### src/rtl/ifmap_stream_feeder.sv
// ifmap_stream_feeder: reads a rectangular tile of raw IFMap words from a
// synchronous-read memory and pushes them, tagged with start-of-row (MSB) and
// end-of-row (MSB-1) bits, into the PE IFMap input FIFO.
//
// Ports:
//   clk, rst            clock; synchronous active-high reset
//   start               launch a tile (sampled in IDLE only)
//   base_addr           address of the first word (sampled with start)
//   row_len, num_rows   tile shape (sampled with start)
//   mem_addr, mem_ren   memory read request; data returns one cycle later
//   mem_rdata           memory read data
//   buf_ready           FIFO can accept a word this cycle
//   IFMap_in            tagged word {sor, eor, payload} (skid head)
//   wen_IFMap_buffer    FIFO write strobe
//   busy                tile in progress
//   done                one-cycle pulse after the last word is written
module ifmap_stream_feeder #(
  parameter int unsigned DATA_WIDTH   = 16,
  parameter int unsigned ROW_LEN_SIZE = 8,
  parameter int unsigned ADDR_WIDTH   = 16
) (
  input  logic                    clk,
  input  logic                    rst,
  input  logic                    start,
  input  logic [ADDR_WIDTH-1:0]   base_addr,
  input  logic [ROW_LEN_SIZE-1:0] row_len,
  input  logic [ROW_LEN_SIZE-1:0] num_rows,
  output logic [ADDR_WIDTH-1:0]   mem_addr,
  output logic                    mem_ren,
  input  logic [DATA_WIDTH-1:0]   mem_rdata,
  input  logic                    buf_ready,
  output logic [DATA_WIDTH+1:0]   IFMap_in,
  output logic                    wen_IFMap_buffer,
  output logic                    busy,
  output logic                    done
);

  localparam int unsigned WORD_WIDTH = DATA_WIDTH + 2;

  typedef enum logic [1:0] {
    S_IDLE  = 2'd0,
    S_RUN   = 2'd1,
    S_DRAIN = 2'd2,
    S_DONE  = 2'd3
  } state_t;

  state_t state_q;
  state_t state_next;

  logic [ADDR_WIDTH-1:0]   addr_q;
  logic [ROW_LEN_SIZE-1:0] row_len_q;
  logic [ROW_LEN_SIZE-1:0] num_rows_q;
  logic [ROW_LEN_SIZE-1:0] col_q;
  logic [ROW_LEN_SIZE-1:0] row_q;

  // One read may be in flight; its row-position tags travel alongside it.
  logic                    inflight_q;
  logic                    inflight_sor_q;
  logic                    inflight_eor_q;

  // Two-entry FIFO skid buffer holding returned, tagged words.
  logic [WORD_WIDTH-1:0]   skid_mem [2];
  logic                    skid_rd_ptr_q;
  logic                    skid_wr_ptr_q;
  logic [1:0]              skid_count_q;

  logic                    busy_q;
  logic                    done_q;

  logic                    pop_c;
  logic                    issue_c;
  logic                    last_col_c;
  logic                    last_row_c;
  logic                    last_issue_c;
  logic [2:0]              occupancy_c;

  // Issue/pop decisions and row-position decode.
  always_comb begin
    pop_c        = (skid_count_q != 2'd0) && buf_ready;
    occupancy_c  = 3'(skid_count_q) + 3'(inflight_q);
    // A pop this cycle frees the slot a new read will eventually need.
    issue_c      = (state_q == S_RUN) &&
                   ((occupancy_c < 3'd2) || ((occupancy_c == 3'd2) && pop_c));
    last_col_c   = (col_q == row_len_q - ROW_LEN_SIZE'(1));
    last_row_c   = (row_q == num_rows_q - ROW_LEN_SIZE'(1));
    last_issue_c = issue_c && last_col_c && last_row_c;
  end

  // Next-state logic.
  always_comb begin
    state_next = state_q;
    case (state_q)
      S_IDLE: begin
        if (start) begin
          if ((row_len == '0) || (num_rows == '0)) state_next = S_DONE;
          else                                      state_next = S_RUN;
        end
      end
      S_RUN: begin
        if (last_issue_c) state_next = S_DRAIN;
      end
      S_DRAIN: begin
        // Leave once the final word is being written this cycle.
        if (!inflight_q &&
            ((skid_count_q == 2'd0) || ((skid_count_q == 2'd1) && pop_c)))
          state_next = S_DONE;
      end
      S_DONE: begin
        state_next = S_IDLE;
      end
      default: begin
        state_next = S_IDLE;
      end
    endcase
  end

  // State, counters, in-flight tracking and skid buffer.
  always_ff @(posedge clk) begin
    if (rst) begin
      state_q        <= S_IDLE;
      addr_q         <= '0;
      row_len_q      <= '0;
      num_rows_q     <= '0;
      col_q          <= '0;
      row_q          <= '0;
      inflight_q     <= 1'b0;
      inflight_sor_q <= 1'b0;
      inflight_eor_q <= 1'b0;
      for (int i = 0; i < 2; i++) skid_mem[i] <= '0;
      skid_rd_ptr_q  <= 1'b0;
      skid_wr_ptr_q  <= 1'b0;
      skid_count_q   <= 2'd0;
      busy_q         <= 1'b0;
      done_q         <= 1'b0;
    end else begin
      state_q <= state_next;
      busy_q  <= (state_next == S_RUN) || (state_next == S_DRAIN);
      done_q  <= (state_next == S_DONE);

      if ((state_q == S_IDLE) && start) begin
        addr_q     <= base_addr;
        row_len_q  <= row_len;
        num_rows_q <= num_rows;
        col_q      <= '0;
        row_q      <= '0;
      end else if (issue_c) begin
        addr_q <= addr_q + ADDR_WIDTH'(1);
        if (last_col_c) begin
          col_q <= '0;
          row_q <= row_q + ROW_LEN_SIZE'(1);
        end else begin
          col_q <= col_q + ROW_LEN_SIZE'(1);
        end
      end

      inflight_q     <= issue_c;
      inflight_sor_q <= (col_q == '0);
      inflight_eor_q <= last_col_c;

      if (inflight_q) begin
        skid_mem[skid_wr_ptr_q] <= {inflight_sor_q, inflight_eor_q, mem_rdata};
        skid_wr_ptr_q           <= ~skid_wr_ptr_q;
      end
      if (pop_c) skid_rd_ptr_q <= ~skid_rd_ptr_q;

      case ({inflight_q, pop_c})
        2'b10:   skid_count_q <= skid_count_q + 2'd1;
        2'b01:   skid_count_q <= skid_count_q - 2'd1;
        default: skid_count_q <= skid_count_q;
      endcase
    end
  end

  assign mem_addr         = addr_q;
  assign mem_ren          = issue_c;
  assign wen_IFMap_buffer = pop_c;
  assign IFMap_in         = (skid_count_q != 2'd0) ? skid_mem[skid_rd_ptr_q] : '0;
  assign busy             = busy_q;
  assign done             = done_q;

endmodule

### config.mk
export PLATFORM = sky130hd
export DESIGN_NAME = ifmap_stream_feeder
export DESIGN_NICKNAME = d
export VERILOG_FILES = /design/src/rtl/ifmap_stream_feeder.sv
export SDC_FILE = /design/constraint.sdc
export NUM_CORES = 1
export LEC_CHECK = 0
export ABC_AREA = 1
export BUFFER_PORTS_ARGS = -buffer_cell sky130_fd_sc_hd__buf_2
export CAP_MARGIN = 10
export CORE_MARGIN = 2
export CORE_UTILIZATION = 60
export DETAILED_ROUTE_END_ITERATION = 10
export PLACE_DENSITY_LB_ADDON = 0.2
export SLEW_MARGIN = 30
export SYNTH_ARGS = -nofsm -noshare
export SYNTH_HDL_FRONTEND = slang
export SYNTH_SLANG_ARGS = --single-unit
### constraint.sdc
create_clock -name clk -period 5.9 [get_ports clk]
set_input_delay 0.295 -clock clk [delete_from_list [all_inputs] [get_ports clk]]
set_output_delay 0.295 -clock clk [all_outputs]
set_load 0.05 [all_outputs]
==> flow_summary.toml <==
[outcome]
outcome = "finished, final reports clean"

[synth]
yosysSeqAreaShare_pct = 44.6
syn-mean-instance-area_um2 = 7.59
syn_inst = 674
synth-edff-count = 36
synth_nets = 739
synth.distinct_cells = 43
synthArstFlopShare_pct = 0
synthFlopType = "dfxtp_1"
synth_area_um2 = 5120
synth_warnings = 0
synth-seq-cells = 96

[timing]
rsz0062_at_grt = "no"
fin_skew_ns = 0.0124
fmax_mhz = 343
worst_slew_pin_slew_ns = 0.940
relSlewSlack_pct = 37.2
finalCritPeriodShare_pct = 49.4
hold_viol = 0
fin_tns_setup_ns = 0
setup_viol = 0
final_max_slew_viol_count = 0
min_period_ns = 2.92

[critical_path]
r2r_slack_ns = 3.08
cp_max_fo = 34
start_kind = "input pin"
reg2reg_depth = 15
critPathCapture = "skid_mem[1][11]$_SDFFCE_PN0P_"
reg2reg_to = "busy$_SDFF_PP0_"
path_class = "input pin to register"
timing.rr.start = "skid_count_q[0]$_SDFFE_PP0P_"
startpoint = "rst"
worstSetupEndpointType = "register"
cp.arrival_ns = 2.91
critical_path_required_ns = 5.90

[hold_path]
min_path_type = "input pin to register"
hp-start = "base_addr[1]"
whs_path_depth = 3

[clock_network]
clockRootBuffer = "clkbuf_8"
clk_latency_ns = 0.37
cts_resized = 0
numCtsBuffers = 9
postCtsSetupBuffers = 0
cts_tree = "done"
htreeDepth = 3
clk_pin_slew_ns = 0.09
clock_path_buffers = 2
cts_hold_buf = 0
cts.sinks = 96

[layout]
layout-drive-gt1-share_pct = 18.2
final_cell_mix = "140 x nand2_1, 96 x nor2_1, 89 x buf_2, 81 x inv_1, 60 x dfxtp_1"
nFillCells = 665
fin_nets = 818
n_antenna_cell = 0
synthToLayoutAreaGrowth_pct = 14.0
fin_area_um2 = 5830
final_common_cell = "nand2_1"

[place]
io_buffers = 89
place.gp.congestion = 0.899
dpl_cell_area_um2 = 5610
dp_hpwl_um = 8460

[routing]
num_vias = 4713
via_per_inst = 5.46
antenna_left = 0
wirelength_um = 11800
drtIter0Drc = 234
drt_pass1_iterations = 5
drc = 0
wl_per_cell_um = 13.6

[power_and_ir_drop]
powerDensity_nw_per_um2 = 314
peakVddDrop_mv = 0.161
p_leak_nw = 2.66

[die]
rows = 33
pin_count = 90
die_h_um = 96.4
start_util_pct = 62.0
coreArea_um2 = 8260
die_w_um = 96.4
dieArea_um2 = 9290

[global_routing]
antenna_found_initial = 0
grt_max_degree = 54
grt_pass1_wl_um = 19000
grtUsageTotal_pct = 26.3
grt_pass1_vias = 4243
grt-ovfl-total = 0

[flow_run]
drv_cap = 0
==> cells by family after synthesis <==
family / synth area share, %
buffers and inverters: 8.09
DFF: 44.6
adders and majority gates: 3.18
and+or+nand+nor: 28.9
xor gates and xnor gates: 3.25
AOI/OAI and AO/OA: 12.0
==> metrics by stage <==
step / total power [mW] / worst slack [ns] / hold WS [ns] / instances / utilization [%]
floorplan: 1.22 / 3.52 / 0.448 / 674 / -
global placement: 1.34 / 2.81 / 0.474 / 847 / 67.9
detailed placement: 1.36 / 2.67 / 0.483 / 847 / 67.9
CTS: 1.83 / 3.06 / 0.198 / 863 / 70.6
global route: 1.92 / 2.77 / 0.218 / 863 / 70.6
finish: 1.83 / 2.98 / 0.197 / 863 / 70.6
==> flip-flops by register name (all words and copies together), names as in the netlist, 2 cells and up, named ones only <==
name / cells
col_q: 8
mem_addr: 16
num_rows_q: 8
row_len_q: 8
row_q: 8
skid_count_q: 2
skid_mem: 36
state_q: 2
==> layer usage <==
metal | vias up | GRT usage, % | wire (um)
met2 | 177 | 45.8 | 5730
met3 | 28 | 3.92 | 764
met5 | - | 0 | 0
met4 | 0 | 8.92 | 253
met1 | 2148 | 33.4 | 5020
li1 | 2360 | - | -
==> cells in the mapped netlist (3+ instances only) <==
| library cell | n | area (um2) |
|---|---|---|
| a211oi_1 | 4 | 30.0 |
| a21oi_1 | 50 | 250 |
| a31oi_1 | 6 | 37.5 |
| buf_2 | 3 | 15.0 |
| clkbuf_1 | 17 | 63.8 |
| dfxtp_1 | 60 | 1200 |
| edfxtp_1 | 36 | 1080 |
| ha_1 | 13 | 163 |
| inv_1 | 81 | 304 |
| nand2_1 | 140 | 526 |
| nand3_1 | 38 | 190 |
| nand3_2 | 3 | 30.0 |
| nand4_1 | 10 | 62.6 |
| nor2_1 | 96 | 360 |
| nor2_2 | 10 | 62.6 |
| nor2_4 | 5 | 56.3 |
| nor3_1 | 8 | 40.0 |
| nor4_1 | 3 | 18.8 |
| o211ai_1 | 3 | 22.5 |
| o21ai_0 | 40 | 200 |
| or2_2 | 4 | 25.0 |
| xnor2_1 | 9 | 78.8 |
| xor2_1 | 10 | 87.6 |
==> where the power goes <==
part           internal, mW  total [mW]  switching (mW)
combinational         0.151       0.561           0.411
sequential            0.736       0.783          0.0473
clock                 0.243       0.485           0.241
==> area by class of cell <==
class                   count  area (um2)  share of cell area [%]
multi-input cells         471        2420                    41.5
repair buffers             89         445                    7.64
clock inverters             7         100                    1.72
well taps                 105         131                    2.25
clock buffers               9         124                    2.12
flip-flops and latches     96        2280                    39.1
inverters                  86         328                    5.62
==> critical path, stage by stage <==
cell and delay, ns:
buf_2 0.22, inv_1 0.73, nand3_1 0.80, nand2_1 0.86
==> how the worst min path moves through the flow <==
stage | end | slack, ns
floorplan | num_rows_q[1]$_SDFFE_PP0P_ | 0.45
global placement | skid_wr_ptr_q$_SDFFE_PP0P_ | 0.47
detailed placement | skid_wr_ptr_q$_SDFFE_PP0P_ | 0.48
CTS | mem_addr[1]$_SDFFE_PP0P_ | 0.20
global route | mem_addr[1]$_SDFFE_PP0P_ | 0.22
finish | mem_addr[1]$_SDFFE_PP0P_ | 0.20
Note: power is estimated with default switching activity, not from simulation.
